--- config.mk ---
export PLATFORM = sky130hd
export DESIGN_NAME = seq_mult16
export DESIGN_NICKNAME = d
export VERILOG_FILES = /design/src/rtl/seq_mult16.sv
export SDC_FILE = /design/constraint.sdc
export NUM_CORES = 1
export LEC_CHECK = 0
export CELL_PAD_IN_SITES_DETAIL_PLACEMENT = 1
export CELL_PAD_IN_SITES_GLOBAL_PLACEMENT = 1
export CORE_UTILIZATION = 35
export CTS_CLUSTER_DIAMETER = 100
export DETAILED_ROUTE_END_ITERATION = 8
export PLACE_DENSITY_LB_ADDON = 0.1
export REMOVE_ABC_BUFFERS = 1
export SYNTH_ARGS = -nofsm -noshare
export SYNTH_HDL_FRONTEND = slang
export SYNTH_SLANG_ARGS = --single-unit
--- constraint.sdc ---
create_clock -name clk -period 2.8 [get_ports clk]
set_clock_uncertainty 0.2 [all_clocks]
set_input_delay 0.42 -clock clk [delete_from_list [all_inputs] [get_ports clk]]
set_output_delay 0.42 -clock clk [all_outputs]
set_load 0.01 [all_outputs]
--- src/rtl/seq_mult16.sv ---
// Purpose : unsigned WIDTH x WIDTH -> 2*WIDTH shift-and-add multiplier over one CLA adder.
// Latency : operands accepted at edge N -> out_valid after edge N+WIDTH; issue interval WIDTH+2.
// Backpr. : in_ready only in IDLE; result held in DONE until out_ready, no accept-on-consume bypass.
//
// Ports:
//   clk, rst_n            clock, synchronous active-low reset
//   in_valid/in_ready     operand handshake, a = multiplicand, b = multiplier
//   out_valid/out_ready   result handshake, product = a*b (last result outside DONE)
//   busy                  high while iterating

// 4-bit carry-lookahead slice, returns {carry_out, sum}.
module seq_mult16_cla #(
   parameter int WIDTH = 16
) (
   input  logic [WIDTH-1:0] x,
   input  logic [WIDTH-1:0] y,
   input  logic             cin,
   output logic [WIDTH-1:0] s,
   output logic             co
);

   function automatic logic [4:0] cla4(input logic [3:0] fx, input logic [3:0] fy,
                                       input logic ci);
      logic [3:0] g;
      logic [3:0] p;
      logic       c1, c2, c3, c4;
      g  = fx & fy;
      p  = fx ^ fy;
      c1 = g[0] | (p[0] & ci);
      c2 = g[1] | (p[1] & g[0]) | (p[1] & p[0] & ci);
      c3 = g[2] | (p[2] & g[1]) | (p[2] & p[1] & g[0]) | (p[2] & p[1] & p[0] & ci);
      c4 = g[3] | (p[3] & g[2]) | (p[3] & p[2] & g[1]) | (p[3] & p[2] & p[1] & g[0])
         | (p[3] & p[2] & p[1] & p[0] & ci);
      return {c4, p ^ {c3, c2, c1, ci}};
   endfunction

   // Slices are chained carry-out to carry-in; each slice resolves its own
   // four carries in lookahead form.
   always_comb begin
      logic       c;
      logic [4:0] r;
      s = '0;
      c = cin;
      for (int i = 0; i < WIDTH / 4; i++) begin
         r          = cla4(x[4*i +: 4], y[4*i +: 4], c);
         s[4*i +: 4] = r[3:0];
         c          = r[4];
      end
      co = c;
   end

endmodule

module seq_mult16 #(
   parameter int WIDTH = 16,
   parameter int CNT_W = 5
) (
   input  logic               clk,
   input  logic               rst_n,
   input  logic               in_valid,
   output logic               in_ready,
   input  logic [WIDTH-1:0]   a,
   input  logic [WIDTH-1:0]   b,
   output logic               out_valid,
   input  logic               out_ready,
   output logic [2*WIDTH-1:0] product,
   output logic               busy
);

   typedef enum logic [1:0] {
      IDLE = 2'd0,
      RUN  = 2'd1,
      DONE = 2'd2
   } state_t;

   state_t state, state_nxt;

   logic [WIDTH-1:0]   m;
   logic [WIDTH-1:0]   h;
   logic [WIDTH-1:0]   l;
   logic [CNT_W-1:0]   cnt;
   logic [2*WIDTH-1:0] prod_q;

   logic               load;
   logic               step;
   logic               last_iter;

   logic [WIDTH-1:0]   addend;
   logic [WIDTH-1:0]   sum;
   logic               carry;
   logic [2*WIDTH-1:0] shifted;

   // Partial product accumulates in H; the multiplier bit under test is L[0].
   assign addend = l[0] ? m : '0;

   seq_mult16_cla #(.WIDTH(WIDTH)) u_cla (
      .x   (h),
      .y   (addend),
      .cin (1'b0),
      .s   (sum),
      .co  (carry)
   );

   // Carry lands in the top bit of H; L[0] has been consumed and drops out.
   assign shifted   = {carry, sum, l[WIDTH-1:1]};
   assign last_iter = (cnt == CNT_W'(WIDTH - 1));

   always_ff @(posedge clk) begin
      if (!rst_n) begin
         state <= IDLE;
      end else begin
         state <= state_nxt;
      end
   end

   always_comb begin
      state_nxt = state;
      in_ready  = 1'b0;
      busy      = 1'b0;
      out_valid = 1'b0;
      load      = 1'b0;
      step      = 1'b0;
      case (state)
         IDLE: begin
            in_ready = 1'b1;
            if (in_valid) begin
               load      = 1'b1;
               state_nxt = RUN;
            end
         end
         RUN: begin
            busy = 1'b1;
            step = 1'b1;
            if (last_iter) begin
               state_nxt = DONE;
            end
         end
         DONE: begin
            out_valid = 1'b1;
            if (out_ready) begin
               state_nxt = IDLE;
            end
         end
         default: state_nxt = IDLE;
      endcase
   end

   always_ff @(posedge clk) begin
      if (!rst_n) begin
         m      <= '0;
         h      <= '0;
         l      <= '0;
         cnt    <= '0;
         prod_q <= '0;
      end else if (load) begin
         m   <= a;
         h   <= '0;
         l   <= b;
         cnt <= '0;
      end else if (step) begin
         {h, l} <= shifted;
         cnt    <= cnt + CNT_W'(1);
         // Result register only moves on the final iteration, so the port
         // never shows partial products and keeps the last result afterwards.
         if (last_iter) begin
            prod_q <= shifted;
         end
      end
   end

   assign product = prod_q;

endmodule

==> tab_implementation.tex <==
\begin{tabular}{lr}
\hline
Metric & Value \\
\hline
\multicolumn{2}{l}{\textbf{Global routing}} \\
Vias in the first global route & 3962 \\
Total overflow reported by the global router & 0 \\
Initial antenna violation count & 0 \\
Pin count of the biggest net entering global routing & 48 \\
Global-route wire length before repair & 19610 um \\
Global-route usage over all layers & 21.47\% \\
\multicolumn{2}{l}{\textbf{Route}} \\
Residual DRC & 0 \\
Total via count in the routed design & 3792 \\
DRT iter0 DRCs & 154 \\
Final wirelength & 11870 um \\
First-pass iteration count of the detailed router & 4 \\
Ratio of routed vias to standard cells & 5.348 \\
Wire length per cell after detailed routing & 16.74 um \\
DRT antenna net count & 0 \\
\multicolumn{2}{l}{\textbf{Setup path}} \\
Arrival @ worst endpoint & 2.65 ns \\
CP Class & register to register \\
Required time of the critical path & 2.85 ns \\
Capturing element type of the critical path & register \\
Crit start category & register \\
Largest fanout on the critical path & 14 \\
\multicolumn{2}{l}{\textbf{Final layout}} \\
Area taken by flip-flops and latches & 1745 um\^{}2 \\
Area occupied by multi-input gates & 2153 um\^{}2 \\
Fill cell instance count of the final layout & 1303 \\
Number of antenna cells inserted & 0 \\
Layout cell share with drive strength beyond 1 & 8.084\% \\
Signed area change from the synthesized netlist to the final layout & 29.91\% \\
Final-stage net count & 623 \\
Finished Layout Cells & 709 \\
Final core utilization & 47.68\% \\
\multicolumn{2}{l}{\textbf{Synth}} \\
Post-synth EDFFs & 0 \\
FFs w/ async S/R, synth & 0\% \\
Area share of the largest cell type after synthesis & 42.83\% \\
Top post-synthesis cells by area & sky130\_fd\_sc\_hd\_\_dfxtp\_1 (43\%), sky130\_fd\_sc\_hd\_\_nand2\_1 (11\%), sky130\_fd\_sc\_hd\_\_a21oi\_1 (8.7\%), sky130\_fd\_sc\_hd\_\_ha\_1 (5.5\%), sky130\_fd\_sc\_hd\_\_a22oi\_1 (3.0\%) \\
Most instantiated cells after synthesis & sky130\_fd\_sc\_hd\_\_nand2\_1 (114), sky130\_fd\_sc\_hd\_\_dfxtp\_1 (87), sky130\_fd\_sc\_hd\_\_a21oi\_1 (71) \\
Yosys cell types & 47 \\
Number of warnings issued by yosys & 0 \\
Most frequent cell after synthesis & sky130\_fd\_sc\_hd\_\_nand2\_1 \\
Share of synthesized area occupied by flip-flops and latches & 42.83\% \\
Count of mapped cells out of synthesis & 494 \\
Synth area leader & sky130\_fd\_sc\_hd\_\_dfxtp\_1 \\
Cell area after synthesis & 4066 um\^{}2 \\
Synthesized area divided by synthesized cell count & 8.232 um\^{}2 \\
Primary flip-flop cell chosen by synthesis mapping & sky130\_fd\_sc\_hd\_\_dfxtp\_1 \\
Number of register bits inferred by synthesis & 87 \\
\multicolumn{2}{l}{\textbf{STA}} \\
Max-slew violation total from the final report & 0 \\
Min Hold Slack & 0.2558 ns \\
Relative slew slack & 64.78\% \\
Setup violations, final & 0 \\
Peak Freq & 384.3 MHz \\
Final count of hold timing violations & 0 \\
Min cycle time layout & 2.602 ns \\
Worst Tran Pin Value & 0.5284 ns \\
Setup total negative slack & 0 ns \\
Unrepaired setup endpoints after global routing & false \\
Fin crit share & 92.93\% \\
\multicolumn{2}{l}{\textbf{Floorplan}} \\
Core outline area & 11080 um\^{}2 \\
Vertical die dimension & 109.8 um \\
Overall die area & 12050 um\^{}2 \\
Initial core utilization & 36.71\% \\
I/O pin count & 71 \\
Number of standard-cell rows in the floorplan & 38 \\
DIE WIDTH & 109.8 um \\
\multicolumn{2}{l}{\textbf{Clock tree}} \\
Total number of H-tree levels & 3 \\
TritonCTS clock tree & done \\
Clock sink count & 87 \\
Clock latency on the worst-skew pair & 0.34 ns \\
Cell chosen for the clock root & sky130\_fd\_sc\_hd\_\_clkbuf\_16 \\
Post-CTS clock slew at the launch and capture registers of the worst setup and hold paths & 0.06 ns \\
Number of buffers added to fix hold violations after cts & 0 \\
Largest buffer count on any clock path & 2 \\
Number of buffers inserted during clock tree synthesis & 9 \\
Post-CTS setup buffers & 0 \\
\multicolumn{2}{l}{\textbf{Pwr}} \\
Static Leakage & 1.961 nW \\
Largest voltage drop on the vdd net & 0.5343 mV \\
Power density over the cells & 537.6 nW/um\^{}2 \\
\multicolumn{2}{l}{\textbf{Place}} \\
Gp weighted congestion & 0.8262 \\
Port Buf Inserts & 70 \\
Placed cell count & 694 \\
HPWL after detailed placement & 8273 um \\
\multicolumn{2}{l}{\textbf{Min path}} \\
Class of the worst hold path & register to register \\
\multicolumn{2}{l}{\textbf{Job}} \\
Count of maximum capacitance violations & 0 \\
\multicolumn{2}{l}{\textbf{Run status}} \\
Run status & finished, final reports clean \\
\hline
\end{tabular}
-- stage by stage --
stage | setup slack [ns] | power (W) | cell area (um^2)
after floorplan | 0.06419 | 0.001455 | 3930
after global placement | 0.1216 | 0.001594 | 4971
after detailed placement | -0.001647 | 0.001600 | 4971
after CTS | 0.1251 | 0.002871 | 5278
after global routing | 0.01152 | 0.002948 | 5283
final | 0.1981 | 0.002840 | 5283
-- per-layer routing --
layer / vias up / GRT usage, % / part of all wire, %
li1: 1855 / - / -
met1: 1872 / 25.70 / 46
met2: 52 / 37.68 / 49
met3: 13 / 5.098 / 3.5
met4: 0 / 6.762 / 1.2
met5: - / 0 / 0
-- critical path, stage by stage, from the launching register on --
cell and delay (ns):
sky130_fd_sc_hd__dfxtp_4 0.39, sky130_fd_sc_hd__and2_1 0.15, sky130_fd_sc_hd__ha_1 0.37, sky130_fd_sc_hd__a21oi_2 0.21, sky130_fd_sc_hd__a31oi_1 0.11, sky130_fd_sc_hd__a21oi_1 0.18, sky130_fd_sc_hd__nand2_1 0.09, sky130_fd_sc_hd__fa_1 0.39
sky130_fd_sc_hd__xnor2_1 0.16, sky130_fd_sc_hd__a211oi_1 0.26
-- registers in the layout, indices dropped and copies added (netlist names) --
name,flops
cnt,5
h,16
l,16
m,16
product,32
state,2
-- timing repair --
action                                  in CTS  in global routing
endpoints found under the hold margin        0                  0
resized for setup                            1                  3
pin swaps                                    0                  1
endpoints found under the setup margin       2                  4
gates cloned                                 0                  0
-- logic make-up after synthesis --
logic type               after synthesis  share of synthesized area, %
multiplexers                           3                        0.7385
adder cells (fa/ha/maj)               22                         7.508
AND/OR/NAND/NOR                      208                         23.26
XOR/XNOR                               8                         1.723
AO/OA/AOI/OAI                        124                         19.66
buffers and inverters                 42                         4.277
flip-flops                            87                         42.83
-- cells in the final DEF, fill, tap and decap left out, types with 9 or more instances in the layout --
master	n
sky130_fd_sc_hd__nand2_1	114
sky130_fd_sc_hd__dfxtp_1	86
sky130_fd_sc_hd__a21oi_1	71
sky130_fd_sc_hd__clkdlybuf4s50_1	70
sky130_fd_sc_hd__nor2_1	26
sky130_fd_sc_hd__buf_4	22
sky130_fd_sc_hd__nand3_1	21
sky130_fd_sc_hd__and2_1	18
sky130_fd_sc_hd__ha_1	17
sky130_fd_sc_hd__a22oi_1	16
sky130_fd_sc_hd__a211oi_1	10
sky130_fd_sc_hd__clkbuf_16	9
-- path summary, 6_finish.rpt --
check	slack [ns]	from	depth (start not counted)	end
worst max-delay path	0.20	l[0]	9	h[12]
worst min-delay path	0.26	product[4]	2	product[4]
worst max register to register	0.20	l[0]	9	h[12]
worst min register to register	0.26	product[4]	2	product[4]
-- area by class of cell --
| type | count | share of cell area, % |
|---|---|---|
| multi-input combinational | 365 | 40.76 |
| sequential | 87 | 33.04 |
| timing repair buffer | 92 | 16.39 |
| clock buffer | 12 | 4.477 |
| tap | 140 | 3.316 |
| clock inverter | 3 | 1.303 |
| inverter | 10 | 0.7106 |
-- power by group --
part,total [W],switching (W),internal (W)
combinational,0.000263,0.000152,0.000111
clock,0.00127,0.000490,0.000780
sequential,0.00131,0.0000295,0.00128
total,0.00284,0.000672,0.00217
Power figures use the tool's default switching activity.
